[src/rtl/alu_share_arbiter.sv]
// -----------------------------------------------------------------------------
// alu_share_arbiter
//
// Shares the single datapath ALU between two requesters. Port 0 is the core
// execute path. Port 1 is the auxiliary address/branch-target unit.
//
// Operation sequence:
//   - One request is accepted at a time. When both ports are valid, the
//     round-robin priority pointer picks the winner.
//   - The opcode and operands are registered and held on the ALU for
//     ALU_LATENCY cycles.
//   - The ALU result and zero flag are captured.
//   - The captured result is returned to the granted port over its
//     valid/ready response channel.
//
// Parameters:
//   DATA_WIDTH   operand/result width
//   OP_WIDTH     ALU opcode width
//   ALU_LATENCY  cycles the operands are held on the ALU (legal 1..15)
//
// Ports:
//   clk, reset                      clock, synchronous active-high reset
//   reqN_valid_i / reqN_ready_o     request handshake, per port
//   reqN_op_i, reqN_a_i, reqN_b_i   request opcode and operands
//   rspN_valid_o / rspN_ready_i     response handshake, per port
//   rsp_data_o, rsp_zero_o          captured result and zero flag (shared)
//   alu_op_o, alu_a_o, alu_b_o      registered drive to the ALU
//   alu_result_i, alu_zero_i        ALU outputs
//   busy_o                          high while an operation is in flight
//
// Optional feature (macro ALU_ARB_PERF_CNT_EN):
//   Adds grant0_cnt_o, grant1_cnt_o and conflict_cnt_o. These are 16-bit
//   saturating counters of accepts per port and of accepts made while both
//   ports were valid.
// -----------------------------------------------------------------------------
module alu_share_arbiter #(
  parameter int DATA_WIDTH  = 32,
  parameter int OP_WIDTH    = 4,
  parameter int ALU_LATENCY = 1
) (
  input  logic                  clk,
  input  logic                  reset,
  input  logic                  req0_valid_i,
  input  logic                  req1_valid_i,
  output logic                  req0_ready_o,
  output logic                  req1_ready_o,
  input  logic [OP_WIDTH-1:0]   req0_op_i,
  input  logic [OP_WIDTH-1:0]   req1_op_i,
  input  logic [DATA_WIDTH-1:0] req0_a_i,
  input  logic [DATA_WIDTH-1:0] req1_a_i,
  input  logic [DATA_WIDTH-1:0] req0_b_i,
  input  logic [DATA_WIDTH-1:0] req1_b_i,
  output logic                  rsp0_valid_o,
  output logic                  rsp1_valid_o,
  input  logic                  rsp0_ready_i,
  input  logic                  rsp1_ready_i,
  output logic [DATA_WIDTH-1:0] rsp_data_o,
  output logic                  rsp_zero_o,
  output logic [OP_WIDTH-1:0]   alu_op_o,
  output logic [DATA_WIDTH-1:0] alu_a_o,
  output logic [DATA_WIDTH-1:0] alu_b_o,
  input  logic [DATA_WIDTH-1:0] alu_result_i,
  input  logic                  alu_zero_i,
`ifdef ALU_ARB_PERF_CNT_EN
  output logic [15:0]           grant0_cnt_o,
  output logic [15:0]           grant1_cnt_o,
  output logic [15:0]           conflict_cnt_o,
`endif
  output logic                  busy_o
);

  typedef enum logic [1:0] {S_IDLE, S_EXEC, S_RESP} state_t;

  localparam int              CNT_W    = 4;
  localparam logic [CNT_W-1:0] CNT_LOAD = CNT_W'(ALU_LATENCY - 1);

  state_t                  r_state;
  state_t                  w_state_nxt;
  logic                    r_prio;     // 0: port 0 wins a tie, 1: port 1 wins
  logic                    r_gnt;      // port owning the operation in flight
  logic [CNT_W-1:0]        r_cnt;
  logic [OP_WIDTH-1:0]     r_op;
  logic [DATA_WIDTH-1:0]   r_a;
  logic [DATA_WIDTH-1:0]   r_b;
  logic [DATA_WIDTH-1:0]   r_data;
  logic                    r_zero;
  logic                    w_win;
  logic                    w_accept;
  logic                    w_rsp_hs;

  // Arbitration: a lone valid port wins outright; a tie goes to the pointer.
  always_comb begin
    w_win = r_prio;
    if (req0_valid_i && !req1_valid_i) begin
      w_win = 1'b0;
    end else if (!req0_valid_i && req1_valid_i) begin
      w_win = 1'b1;
    end
  end

  // State register.
  always_ff @(posedge clk) begin
    if (reset) begin
      r_state <= S_IDLE;
    end else begin
      r_state <= w_state_nxt;
    end
  end

  // Next-state logic.
  always_comb begin
    w_state_nxt = r_state;
    case (r_state)
      S_IDLE: if (w_accept)        w_state_nxt = S_EXEC;
      S_EXEC: if (r_cnt == '0)     w_state_nxt = S_RESP;
      S_RESP: if (w_rsp_hs)        w_state_nxt = S_IDLE;
      default:                     w_state_nxt = S_IDLE;
    endcase
  end

  // Output logic. Ready is offered only to the winner, and only in IDLE.
  // This also means no new request is taken in the response handshake cycle.
  always_comb begin
    req0_ready_o = 1'b0;
    req1_ready_o = 1'b0;
    rsp0_valid_o = 1'b0;
    rsp1_valid_o = 1'b0;
    busy_o       = 1'b0;
    case (r_state)
      S_IDLE: begin
        req0_ready_o = req0_valid_i && !w_win;
        req1_ready_o = req1_valid_i &&  w_win;
      end
      S_EXEC: busy_o = 1'b1;
      S_RESP: begin
        busy_o       = 1'b1;
        rsp0_valid_o = !r_gnt;
        rsp1_valid_o =  r_gnt;
      end
      default: ;
    endcase
  end

  assign w_accept = req0_ready_o || req1_ready_o;
  assign w_rsp_hs = (rsp0_valid_o && rsp0_ready_i) || (rsp1_valid_o && rsp1_ready_i);

  // Operand capture, latency countdown, result capture and pointer update.
  // The operand registers are written only on accept, so the ALU inputs
  // keep their last values outside EXEC.
  always_ff @(posedge clk) begin
    if (reset) begin
      r_prio <= 1'b0;
      r_gnt  <= 1'b0;
      r_cnt  <= '0;
      r_op   <= '0;
      r_a    <= '0;
      r_b    <= '0;
      r_data <= '0;
      r_zero <= 1'b0;
    end else begin
      if (r_state == S_IDLE && w_accept) begin
        r_gnt <= w_win;
        r_cnt <= CNT_LOAD;
        r_op  <= w_win ? req1_op_i : req0_op_i;
        r_a   <= w_win ? req1_a_i  : req0_a_i;
        r_b   <= w_win ? req1_b_i  : req0_b_i;
      end
      if (r_state == S_EXEC) begin
        if (r_cnt == '0) begin
          r_data <= alu_result_i;
          r_zero <= alu_zero_i;
        end else begin
          r_cnt <= r_cnt - 1'b1;
        end
      end
      if (r_state == S_RESP && w_rsp_hs) begin
        r_prio <= ~r_gnt;
      end
    end
  end

  assign alu_op_o   = r_op;
  assign alu_a_o    = r_a;
  assign alu_b_o    = r_b;
  assign rsp_data_o = r_data;
  assign rsp_zero_o = r_zero;

`ifdef ALU_ARB_PERF_CNT_EN
  function automatic logic [15:0] sat_inc16(input logic [15:0] v);
    return (v == 16'hFFFF) ? v : v + 16'd1;
  endfunction

  logic [15:0] r_gnt0_cnt;
  logic [15:0] r_gnt1_cnt;
  logic [15:0] r_conf_cnt;

  always_ff @(posedge clk) begin
    if (reset) begin
      r_gnt0_cnt <= '0;
      r_gnt1_cnt <= '0;
      r_conf_cnt <= '0;
    end else if (w_accept) begin
      if (w_win) r_gnt1_cnt <= sat_inc16(r_gnt1_cnt);
      else       r_gnt0_cnt <= sat_inc16(r_gnt0_cnt);
      if (req0_valid_i && req1_valid_i) r_conf_cnt <= sat_inc16(r_conf_cnt);
    end
  end

  assign grant0_cnt_o   = r_gnt0_cnt;
  assign grant1_cnt_o   = r_gnt1_cnt;
  assign conflict_cnt_o = r_conf_cnt;
`endif

endmodule

[config.mk]
export PLATFORM = sky130hd
export DESIGN_NAME = alu_share_arbiter
export DESIGN_NICKNAME = d
export VERILOG_FILES = /design/src/rtl/alu_share_arbiter.sv
export SDC_FILE = /design/constraint.sdc
export NUM_CORES = 1
export LEC_CHECK = 0
export CAP_MARGIN = 20
export CORE_MARGIN = 2
export CORE_UTILIZATION = 40
export DETAILED_ROUTE_END_ITERATION = 10
export GPL_ROUTABILITY_DRIVEN = 0
export PLACE_DENSITY = 0.86
export SLEW_MARGIN = 30
export SYNTH_ARGS = -nofsm -noshare
export SYNTH_HDL_FRONTEND = slang
export SYNTH_SLANG_ARGS = --single-unit
[constraint.sdc]
create_clock -name clk -period 3.8 [get_ports clk]
set_input_delay 0.76 -clock clk [delete_from_list [all_inputs] [get_ports clk]]
set_output_delay 0.76 -clock clk [all_outputs]
set_load 0.02 [all_outputs]
* Word-level counts from Yosys, hierarchy flattened
Cells that the tools add are included. Widths: inputs -> output; s select.
Storage, ports and cells: bits of input ports 175, flip-flop bits (word level) 109, logic and storage cells 52, output and inout bits 106
Cells by class: reduce and logical (&&, ||, !) cells 19, multiplexer cells 17, add/sub/neg operators 1, eq/ne operators 5, bitwise operators 1
Operators by type and width (number):
- $mux 32 | 2
- $mux 4 | 4
- $logic_and 1x1->1 | 8
- $mux 1 | 7
- $mux 2 | 3
- $ne 2x2->1 const B | 3
- $pmux 2 s3 | 1
- $logic_not 1->1 | 4
- $logic_not 4->1 | 1
- $sub 4x1->4 const B | 1
- $reduce_and 3->1 | 1
- $eq 2x1->1 const B | 1
- $eq 2x2->1 const B | 1
- $logic_not 2->1 | 1
- $logic_or 1x1->1 | 2
- $reduce_and 2->1 | 1
- $reduce_or 2->1 | 1
- $not 1->1 | 1

* Longest topological paths before layout
Gate-level depths: netlist of the first run.
word-level depth 12, gate-level depth with buffers 8, mapped depth without buffers 6

* Least setup slack after synthesis of the first run
No wires, ideal clock.
path kind input -> output, from input req0_valid_i, to output req0_ready_o, stages 2, data required time 3040 ps, arrival 1183 ps, path slack 1857 ps, path buffers 0, cells stage by stage nand2_1 > a21oi_1
Between the ends: cells in the longest elaborated chain, start to end 7, elaborated cells on any way between the ends 8, those cells by class mux (3); reduce/logical (5)
RTL lines:
- from (decl) | line 43 | input logic req0_valid_i,
- $logic_not 1->1 | line 96 | end else if (!req0_valid_i && req1_valid_i) begin
- $logic_and 1x1->1 | line 96
- $mux 1 | line 96
- $mux 1 | line 94 | if (req0_valid_i && !req1_valid_i) begin
- $logic_not 1->1 | line 131 | req0_ready_o = req0_valid_i && !w_win;
- $logic_and 1x1->1 (*) | line 131
- $mux 1 (*) | line 129 | case (r_state)
- to (decl) | line 45 | output logic req0_ready_o,
Mark *: on every way between the ends. The rest lies on a longest branch, timed or not.

* Final worst setup path of the first run
Same ends and word-level chain as after synthesis.

==> impl_results.md, run 1 <==
* Die ar. at between 10000 and 15000 um2
* Register area share after synthesis at 0.479
* EDFF count, synth at 0
* Ys flop type: dfxtp_1
* Vias in the first global route at just under 5000
* PostCTS Resize Cnt at 0
* Final Hold Vio Count at 0
* Initial Util at 0.415
* Rows at 38
* RSZ-0062 raised after global routing: no
* Layout cell share with drive strength beyond 1 at 0.0379
* Worst path arrival time at 2.24 ns
* Register clock-pin slew on the reported worst setup and hold paths at roughly 0.060 ns
* Grt ovf at 0
* Synth Cell Area at around 4600 um2
* Final Cycle Share at 0.790
* Status: complete, no violations
* Initial DRC count at 354
* # setup viols final at 0
* Syn avg cell area at ~7.7 um2
* R2R Setup Slk at around 1.6 ns
* Pin count of the biggest net entering global routing at ~110
* Rel. slew slack at 0.464
* Dpl hpwl at 11400 um
* H-tree levels at 3
* DRC viols at 0
* CTS Buffer Depth at 2
* Hold_buf cts at 0
* Slew Viols, Final at 0
* Top fanout value on the critical path at 6
* # port buffers at between 200 and 300
* Fmax at roughly 330 MHz
* Core Region at approximately 11000 um2
* Crit path kind: in -> out
* Antenna Violating Nets Remaining at 0
* Post-route minimum period at ~3 ns
* TritonCTS buffer count at 9
* Startpoint Class: input pin
* Cell accounting for the most synthesized area: dfxtp_1
* Root Driver: clkbuf_16
* Height of the die at roughly 110 um
* Initial antenna violation count at 0
* WL/cell at around 16 um
* Pwr dens at between 700 and 800 nW/um2
* Worst-Margin Slew at between 0.8 and 0.9 ns
* Unique masters post-synth at 28
* Worst skew pair latency at roughly 0.34 ns
* Worst hold path type: reg -> reg
* Area of the multi-input gates at between 2000 and 2500 um2
* Setup TNS at 0 ns
* Sink Count at about 110
* Max_cap viols at 0
* Vias per cell at roughly 5.2
* Post CTS Setup Buffer Count at 0
* Mapped Nets at 770
* GRT Util Overall at 0.243
* WL final at between 15000 and 20000 um
* Via count at roughly 5000
* Global-route wire length before repair at between 20000 and 25000 um
* Overall Power at 5.49 mW
* Required @ worst endpoint at 3.04 ns
* Synth top area cells: dfxtp_1 48%, nand2_1 17%, a311oi_1 13%, nor2_1 6.4%, a21oi_1 4.6%
* Leakage power at approximately 2.9 nW
* Register area at ~2200 um2
* Layout area overhead at 68.7%
* Area share of the largest cell type after synthesis at 0.479
* Io pins at 281
* VDD IR max at 0.000382 V
* Drt first pass iters at 4
* Filler instances at roughly 850
* # diodes at 0
* Setup Skew at approximately 0.0081 ns
* Die width at between 100 and 150 um
* Async set-reset flop share out of synthesis at 0
* CP Capture Type: output port
* Ys Warns at 0
* Final Net Count at 1018
* Mapped Cells at slightly below 600
* CTS tree: built
* Register bit count reported by yosys at between 100 and 150
## critical path, stage by stage
cell and delay [ns]:
clkdlybuf4s50_1 0.60, nand2_1 0.08, a21oi_1 0.16, clkdlybuf4s50_1 0.64
## kinds of logic (layout without fill, tap and decap cells)
kind of cell               Yosys count  count (layout)  share of synthesized area
AOI/OAI and AO/OA                  117             117                      0.188
adders and majority gates            4               4                     0.0110
buffers and inverters               56             309                     0.0560
DFF                                109             109                      0.479
muxes                                4               4                    0.00906
and+or+nand+nor                    301             301                      0.257
## per-stage QoR
step	util	std cells	instance area, um2	setup slack (ns)	hold WS (ns)
floorplan	-	591	4560	1.86	0.484
global placement	0.673	967	7390	0.806	0.441
detailed placement	0.674	968	7410	0.809	0.447
CTS	0.700	984	7690	0.797	0.457
global route	0.701	984	7690	0.695	0.467
finish	0.701	984	7690	0.797	0.454
## layout make-up
class | instances | area share
Clock inverter | 6 | 0.00585
Clock buffer | 10 | 0.0311
Tap cell | 140 | 0.0228
Sequential cell | 109 | 0.284
Inverter | 6 | 0.00293
Timing Repair Buffer | 287 | 0.376
Multi-Input combinational cell | 426 | 0.278
## flip-flops by register name, summed over array words and instances, names as in the netlist
register / flops
alu_a_o: 32
alu_b_o: 32
rsp_data_o: 32
alu_op_o: 4
r_cnt: 4
r_state: 2
r_gnt: 1
r_prio: 1
rsp_zero_o: 1
## layout by cell type (no fill, tap or decap), types with 3 or more instances in the layout
cell,count
buf_4,4
a311oi_1,68
clkdlybuf4s50_1,279
ha_1,4
a21oi_1,42
inv_1,6
nand2_1,209
nor2_1,78
dfxtp_1,109
mux2i_1,3
clkbuf_16,9
nor3b_1,3
## power by group
part | internal [mW] | leakage [nW] | switching [mW]
registers | 1.54 | 0.900 | 0.217
clock network | 0.468 | 0.143 | 0.429
logic | 1.25 | 1.88 | 1.58
total | 3.26 | 2.92 | 2.23
## path summary, 6_finish.rpt
| check | from | end | cells after the start |
|---|---|---|---|
| worst max-delay path | req0_valid_i | req0_ready_o | 4 |
| worst min-delay path | rsp_data_o[26] | rsp_data_o[26] | 2 |
| worst max register to register | r_state[0] | alu_b_o[9] | 6 |
| worst min register to register | rsp_data_o[26] | rsp_data_o[26] | 2 |
## layer usage
layer  share of wire  global-route usage  vias up  routed length (um)
met4           0.035               0.111        0                 555
met5               0                   0        -                   0
met3           0.085              0.0722       40                1330
met2            0.50               0.429      234                7850
met1            0.38               0.269     2333                5910
li1                -                   -     2498                   -
## cells in the mapped netlist, drive strengths merged, types with 2 or more instances
cell type	n
and2	2
inv	6
nor2	78
dfxtp	109
ha	4
a21oi	43
nand2	210
nor3	2
buf	26
nor3b	4
a311oi	68
clkbuf	24
mux2i	3
nor2b	2
nand2b	2
(Power assumes the default switching activity.)
==> inputs of run 2 (changes only) <==
--- a/config.mk
+++ b/config.mk
@@ -7,10 +7,10 @@
 export LEC_CHECK = 0
 export CAP_MARGIN = 20
 export CORE_MARGIN = 2
-export CORE_UTILIZATION = 40
+export CORE_UTILIZATION = 37
 export DETAILED_ROUTE_END_ITERATION = 10
 export GPL_ROUTABILITY_DRIVEN = 0
-export PLACE_DENSITY = 0.86
+export PLACE_DENSITY = 0.8
 export SLEW_MARGIN = 30
 export SYNTH_ARGS = -nofsm -noshare
 export SYNTH_HDL_FRONTEND = slang
==> constraint.sdc (replaced) <==
create_clock -name clk -period 3.15 [get_ports clk]
set_input_delay 0.63 -clock clk [delete_from_list [all_inputs] [get_ports clk]]
set_output_delay 0.63 -clock clk [all_outputs]
set_load 0.02 [all_outputs]
==> run 2 against run 1 <==
Against the previous run: design area rose by 0.50%; routed wire length fell by 4.9%; clock power grew 34%; flip-flop and latch count stayed put; die area up 7.8%; sequential power rose by 21%; global-route usage shrank 2.6 points; register-to-register slack worse by 0.35 ns; critical path type unchanged; sequential share of layout area down 0.14 points; total power increased by 22%.
==> impl_results.md, run 2 (same netlist as run 1, synthesis figures left out) <==
* Initial antenna violation count at 0 (unchanged)
* Crit-path max cell delay at 0.63 ns (about the same)
* Layout area overhead at 69.6%
* Core Region at 12000 um2 (+9.4%)
* Via count at 5009 (-1.9%)
* Startpoint Class: input pin
* Post CTS Setup Buffer Count at 0 (unchanged)
* # port buffers at 280 (unchanged)
* Io pins at 281 (unchanged)
* Status: complete, no violations
* Max_cap viols at 0 (unchanged)
* # diodes at 0 (unchanged)
* Layout cell share with drive strength beyond 1 at 0.0344 (-0.00347)
* R2R Setup Slk at 1.21 ns (-0.35 ns)
* Worst reg2reg startpoint: r_state[0]
* Final worst slack at 0.410 ns (-0.387 ns)
* Die ar. at 13200 um2 (+7.8%)
* Crit path launch: req0_valid_i
* GRT Util Overall at 0.218 (-0.0257)
* Final Hold Vio Count at 0 (unchanged)
* Overall Power at 6.67 mW (+22%)
* DRC viols at 0 (unchanged)
* Initial DRC count at 236 (-33%)
* HP Start: rsp_data_o[19]
* Design Area, Final at 7730 um2 (+0.50%)
* Filler instances at 1021 (+21%)
* Sink Count at 109 (unchanged)
* Fmax at around 360 MHz
* RSZ-0062 raised after global routing: no
* Worst hold path type: reg -> reg
* PostCTS Resize Cnt at 0 (unchanged)
* VDD IR max at 0.000477 V (+25%)
* Post-route minimum period at approximately 2.7 ns
* Required @ worst endpoint at 2.52 ns (-0.52 ns)
* Most common cell on crit path: clkdlybuf4s50_1
* Slew Viols, Final at 0 (unchanged)
* Pin count of the biggest net entering global routing at 141 (+27%)
* Worst skew pair latency at 0.34 ns (about the same)
* WL final at 14900 um (-4.9%)
* Pwr dens at 863 nW/um2 (+21%)
* Root Driver: clkbuf_16
* TritonCTS buffer count at 9 (unchanged)
* Setup Skew at 0.00797 ns (-0.000133 ns)
* Global-route wire length before repair at 23000 um (-5.9%)
* Antenna Violating Nets Remaining at 0 (unchanged)
* Area of placed instances at 7410 um2 (+0.10%)
* Hold_buf cts at 0 (unchanged)
* Setup TNS at 0 ns (unchanged)
* Rows at 40 (+5.3%)
* Drt first pass iters at 4 (unchanged)
* Crit path max-delay cell type: clkdlybuf4s50_1
* Final Net Count at 1016 (-0.20%)
* Rel. slew slack at 0.598 (+0.134)
* Top fanout value on the critical path at 6 (unchanged)
* Worst-Margin Slew at 0.604 ns (-0.201 ns)
* CP Capture Type: output port
* CTS Buffer Depth at 2 (unchanged)
* Dpl hpwl at 10700 um (-6.9%)
* # setup viols final at 0 (unchanged)
* Worst path arrival time at 2.11 ns (-0.13 ns)
* Height of the die at 115 um (+3.8%)
* CP top delay family: buffers and inverters
* Commonest non-fill, non-tap cell in the layout: clkdlybuf4s50_1
* H-tree levels at 3 (unchanged)
* Commonest non-fill, non-tap cells in the layout: 279 x clkdlybuf4s50_1, 209 x nand2_1, 109 x dfxtp_1
* CTS tree: built
* Worst slack, placed at 0.409 ns (-0.400 ns)
* Initial Util at 0.380 (-0.0355)
* Register clock-pin slew on the reported worst setup and hold paths at 0.07 ns (about the same)
* Crit path kind: in -> out
* Crit path cell chain: clkdlybuf4s50_1 -> nand2_1 -> a21oi_1 -> clkdlybuf4s50_1
* Vias in the first global route at 4792 (-2.5%)
* Worst path bufs/invs at 2 (unchanged)
* WHS at 0.454 ns (-0.000370 ns)
* Leakage power at 2.93 nW (+0.23%)
* Die width at 115 um (+3.8%)
* Vias per cell at 5.06 (-2.4%)
* WL/cell at 15.0 um (-5.4%)
* Final Cycle Share at 0.870
* Grt ovf at 0 (unchanged)
run 2: cell count changes in the layout (fill, tap and decap cells not counted), moves of 2 or more:
cell / before / now
buf_12: 2 / 4
buf_4: 4 / 2
bufinv_16: 0 / 2
clkinv_4: 2 / 0
run 2: per-stage QoR:
stage,utilization,cells
global route,0.644,989
global placement,0.617,973
finish,0.644,989
CTS,0.644,989
floorplan,-,591
detailed placement,0.617,973
run 2: worst paths after layout:
check             cells past startpoint        endpoint
setup / recovery                      4    req0_ready_o
hold / removal                        2  rsp_data_o[19]
setup reg to reg                      6     alu_b_o[17]
hold reg to reg                       2  rsp_data_o[19]
run 2: per-layer routing:
layer  vias up  wire [um]  track usage
li1       2493          -            -
met5         -          0            0
met1      2271       5820        0.242
met2       213       7170        0.378
met4         0        486       0.0988
met3        32       1400       0.0727
run 2: area by class of cell:
cell class / instances / area, um2 / share of cell area
well taps: 147 / 184 / 0.0238
inverters: 6 / 22.5 / 0.00291
flip-flops and latches: 109 / 2180 / 0.282
clock buffers: 10 / 229 / 0.0296
clock inverters: 6 / 86.3 / 0.0112
multi-input cells: 426 / 2140 / 0.277
repair buffers: 285 / 2890 / 0.373
run 2: worst reg2reg max path: cells and delay by family (launching register included):
kind,cells,cell delay [ns]
AO/OA/AOI/OAI,2,0.49
buffers and inverters,2,0.48
flip-flops,1,0.32
AND/OR/NAND/NOR,1,0.24
adder cells (fa/ha/maj),1,0.32
run 2: where the power goes:
part / total, mW / internal, mW / switching (mW)
clock: 1.20 / 0.698 / 0.502
sequential: 2.11 / 1.85 / 0.251
combinational: 3.37 / 1.49 / 1.87
total: 6.67 / 4.04 / 2.63
==> inputs of run 3 (changes only) <==
--- a/config.mk
+++ b/config.mk
@@ -7,10 +7,11 @@
 export LEC_CHECK = 0
 export CAP_MARGIN = 20
 export CORE_MARGIN = 2
-export CORE_UTILIZATION = 37
+export CORE_UTILIZATION = 40
 export DETAILED_ROUTE_END_ITERATION = 10
+export DONT_BUFFER_PORTS = 1
 export GPL_ROUTABILITY_DRIVEN = 0
-export PLACE_DENSITY = 0.8
+export PLACE_DENSITY_LB_ADDON = 0.12
 export SLEW_MARGIN = 30
 export SYNTH_ARGS = -nofsm -noshare
 export SYNTH_HDL_FRONTEND = slang
==> run 3 against run 2 <==
Against the previous run: worst hold slack got worse by 0.10 ns; largest cell class is now flip-flops and latches; clock-buffer cell count increased by 3; non-clock buffer count shrank 279; flip-flop and latch count unchanged; critical endpoint unchanged; cell count fell by 29%; sequential share of layout area is 16 points higher; via count fell by 21%; combinational power fell by 53%; core utilization is 19 points lower.
==> impl_results.md, run 3 (same netlist as run 1, synthesis figures left out) <==
* Slew Viols, Final at 0 (unchanged)
* Initial DRC count at 169 (-28%)
* Top fanout value on the critical path at 7 (+1)
* WL/cell at 17.2 um (+14%)
* HP Start: reset
* Die width at 111 um (-3.7%)
* CTS Buffer Depth at 2 (unchanged)
* Fmax at 448 MHz (+23%)
* Worst reg2reg startpoint: r_state[0]
* VDD IR max at 0.000441 V (-7.4%)
* Grt ovf at 0 (unchanged)
* Required @ worst endpoint at 2.52 ns (about the same)
* # port buffers at 0 (-100%)
* Rel. slew slack at 0.532 (-0.0656)
* Commonest non-fill, non-tap cell in the layout: nand2_1
* CTS tree: built
* WHS at 0.354 ns (-0.0996 ns)
* Crit path launch: r_state[0]
* PostCTS Resize Cnt at 0 (unchanged)
* Drt first pass iters at 5 (+1)
* Combinational share of power at 0.279 (-0.226)
* Worst slack, placed at 1.08 ns (+0.668 ns)
* Startpoint Class: flop
* TritonCTS buffer count at 9 (unchanged)
* Setup Skew at 0.00483 ns (-0.00313 ns)
* Commonest non-fill, non-tap cells in the layout: 209 x nand2_1, 109 x dfxtp_1, 78 x nor2_1
* Int Power at 3.25 mW (-20%)
* Root Driver: clkbuf_16
* NetSw at 2.40 mW (-8.7%)
* Leakage power at 1.89 nW (-36%)
* Global-route wire length before repair at 19100 um (-17%)
* Worst-Margin Slew at 0.702 ns (+0.0984 ns)
* Status: complete, no violations
* Pwr dens at 1140 nW/um2 (+33%)
* Max_cap viols at 0 (unchanged)
* Io pins at 281 (unchanged)
* Final Cycle Share at 0.709 (-0.161)
* Crit path kind: reg -> out
* Worst path arrival time at 1.60 ns (-0.51 ns)
* Worst skew pair latency at 0.34 ns (about the same)
* GRT Util Overall at 0.189 (-0.0286)
* Register clock-pin slew on the reported worst setup and hold paths at 0.07 ns (about the same)
* H-tree levels at 3 (unchanged)
* WL final at 12100 um (-19%)
* Via count at 3948 (-21%)
* Final Hold Vio Count at 0 (unchanged)
* Hold_buf cts at 0 (unchanged)
* Seq pwr share at 0.487 (+0.171)
* Setup TNS at 0 ns (unchanged)
* Layout cell share with drive strength beyond 1 at 0.0515 (+0.0171)
* Net Sw Frac at 0.425 (+0.0311)
* Sink Count at 109 (unchanged)
* # diodes at 0 (unchanged)
* Vias per cell at 5.62 (+11%)
* Area of placed instances at 4580 um2 (-38%)
* Design Area, Final at 4940 um2 (-36%)
* Worst hold path type: in -> reg
* Pin count of the biggest net entering global routing at 111 (-21%)
* Height of the die at 111 um (-3.7%)
* Dpl hpwl at 8420 um (-21%)
* Post-route minimum period at 2.23 ns (-0.508 ns)
* # setup viols final at 0 (unchanged)
* Clock Power Share at 0.234 (+0.054)
* Core Region at 11000 um2 (-8.6%)
* DRC viols at 0 (unchanged)
* CP Capture Type: output port
* Final worst slack at 0.918 ns (+0.508 ns)
* Initial antenna violation count at 0 (unchanged)
* Antenna Violating Nets Remaining at 0 (unchanged)
* RSZ-0062 raised after global routing: no
* Die ar. at 12300 um2 (-7.2%)
* Overall Power at 5.65 mW (-15%)
* Filler instances at 1094 (+7.1%)
* Register area at 2180 um2 (unchanged)
* Post CTS Setup Buffer Count at 0 (unchanged)
* Area of the multi-input gates at 2140 um2 (unchanged)
* Rows at 38 (-5.0%)
* Layout area overhead at 8.32%
* Vias in the first global route at 3735 (-22%)
* Final Net Count at 737 (-27%)
* Initial Util at 0.415 (+0.0355)
## run 3: cell count changes in the layout (fill, tap and decap cells not counted)
| cell | delta |
|---|---|
| clkdlybuf4s50_1 | -279 |
| buf_12 | -3 |
| buf_4 | +3 |
| clkbuf_8 | +3 |
| clkinv_2 | -2 |
| bufinv_16 | +1 |
| clkinvlp_4 | -1 |
| inv_6 | -1 |
## run 3: worst paths after layout
path	end	slack, ns	depth (start not counted)
worst min-delay path	rsp_data_o[9]	0.35	1
worst min register to register	r_state[0]	0.53	2
worst max register to register	alu_b_o[10]	1.09	6
worst max-delay path	req0_ready_o	0.92	4
## run 3: worst max-delay path, stage by stage, from the launching register on
cell and delay [ns]:
dfxtp_1 0.31, inv_1 0.10, ha_1 0.32, nand2_1 0.08
a21oi_1 0.45
## run 3: metal layers
layer,track usage,wire length [um],vias up
li1,-,-,1935
met1,0.200,4460,1790
met2,0.334,6070,201
met3,0.0749,1300,22
met4,0.0783,275,0
met5,0,0,-
## run 3: through the flow
| stage | utilization | cells |
|---|---|---|
| 4_1_cts | 0.449 | 703 |
| 5_1_grt | 0.450 | 703 |
| 3_5_place_dp | 0.417 | 687 |
| 3_3_place_gp | 0.417 | 687 |
| 6_report | 0.450 | 703 |
| 2_1_floorplan | - | 591 |
## run 3: cell type report
type,count,share of cell area
repair buffers,6,0.0117
flip-flops and latches,109,0.442
clock inverters,3,0.0182
multi-input cells,426,0.433
clock buffers,13,0.0547
inverters,6,0.00456
well taps,140,0.0355
## run 3: power by group through the flow
stage               combinational, mW  clock [mW]  sequential (mW)
finish                           1.57        1.32             2.75
global placement                 1.54           0             2.80
floorplan                        1.38           0             2.66
CTS                              1.60        1.36             2.76
global route                     1.82        1.42             2.81
detailed placement               1.60           0             2.79
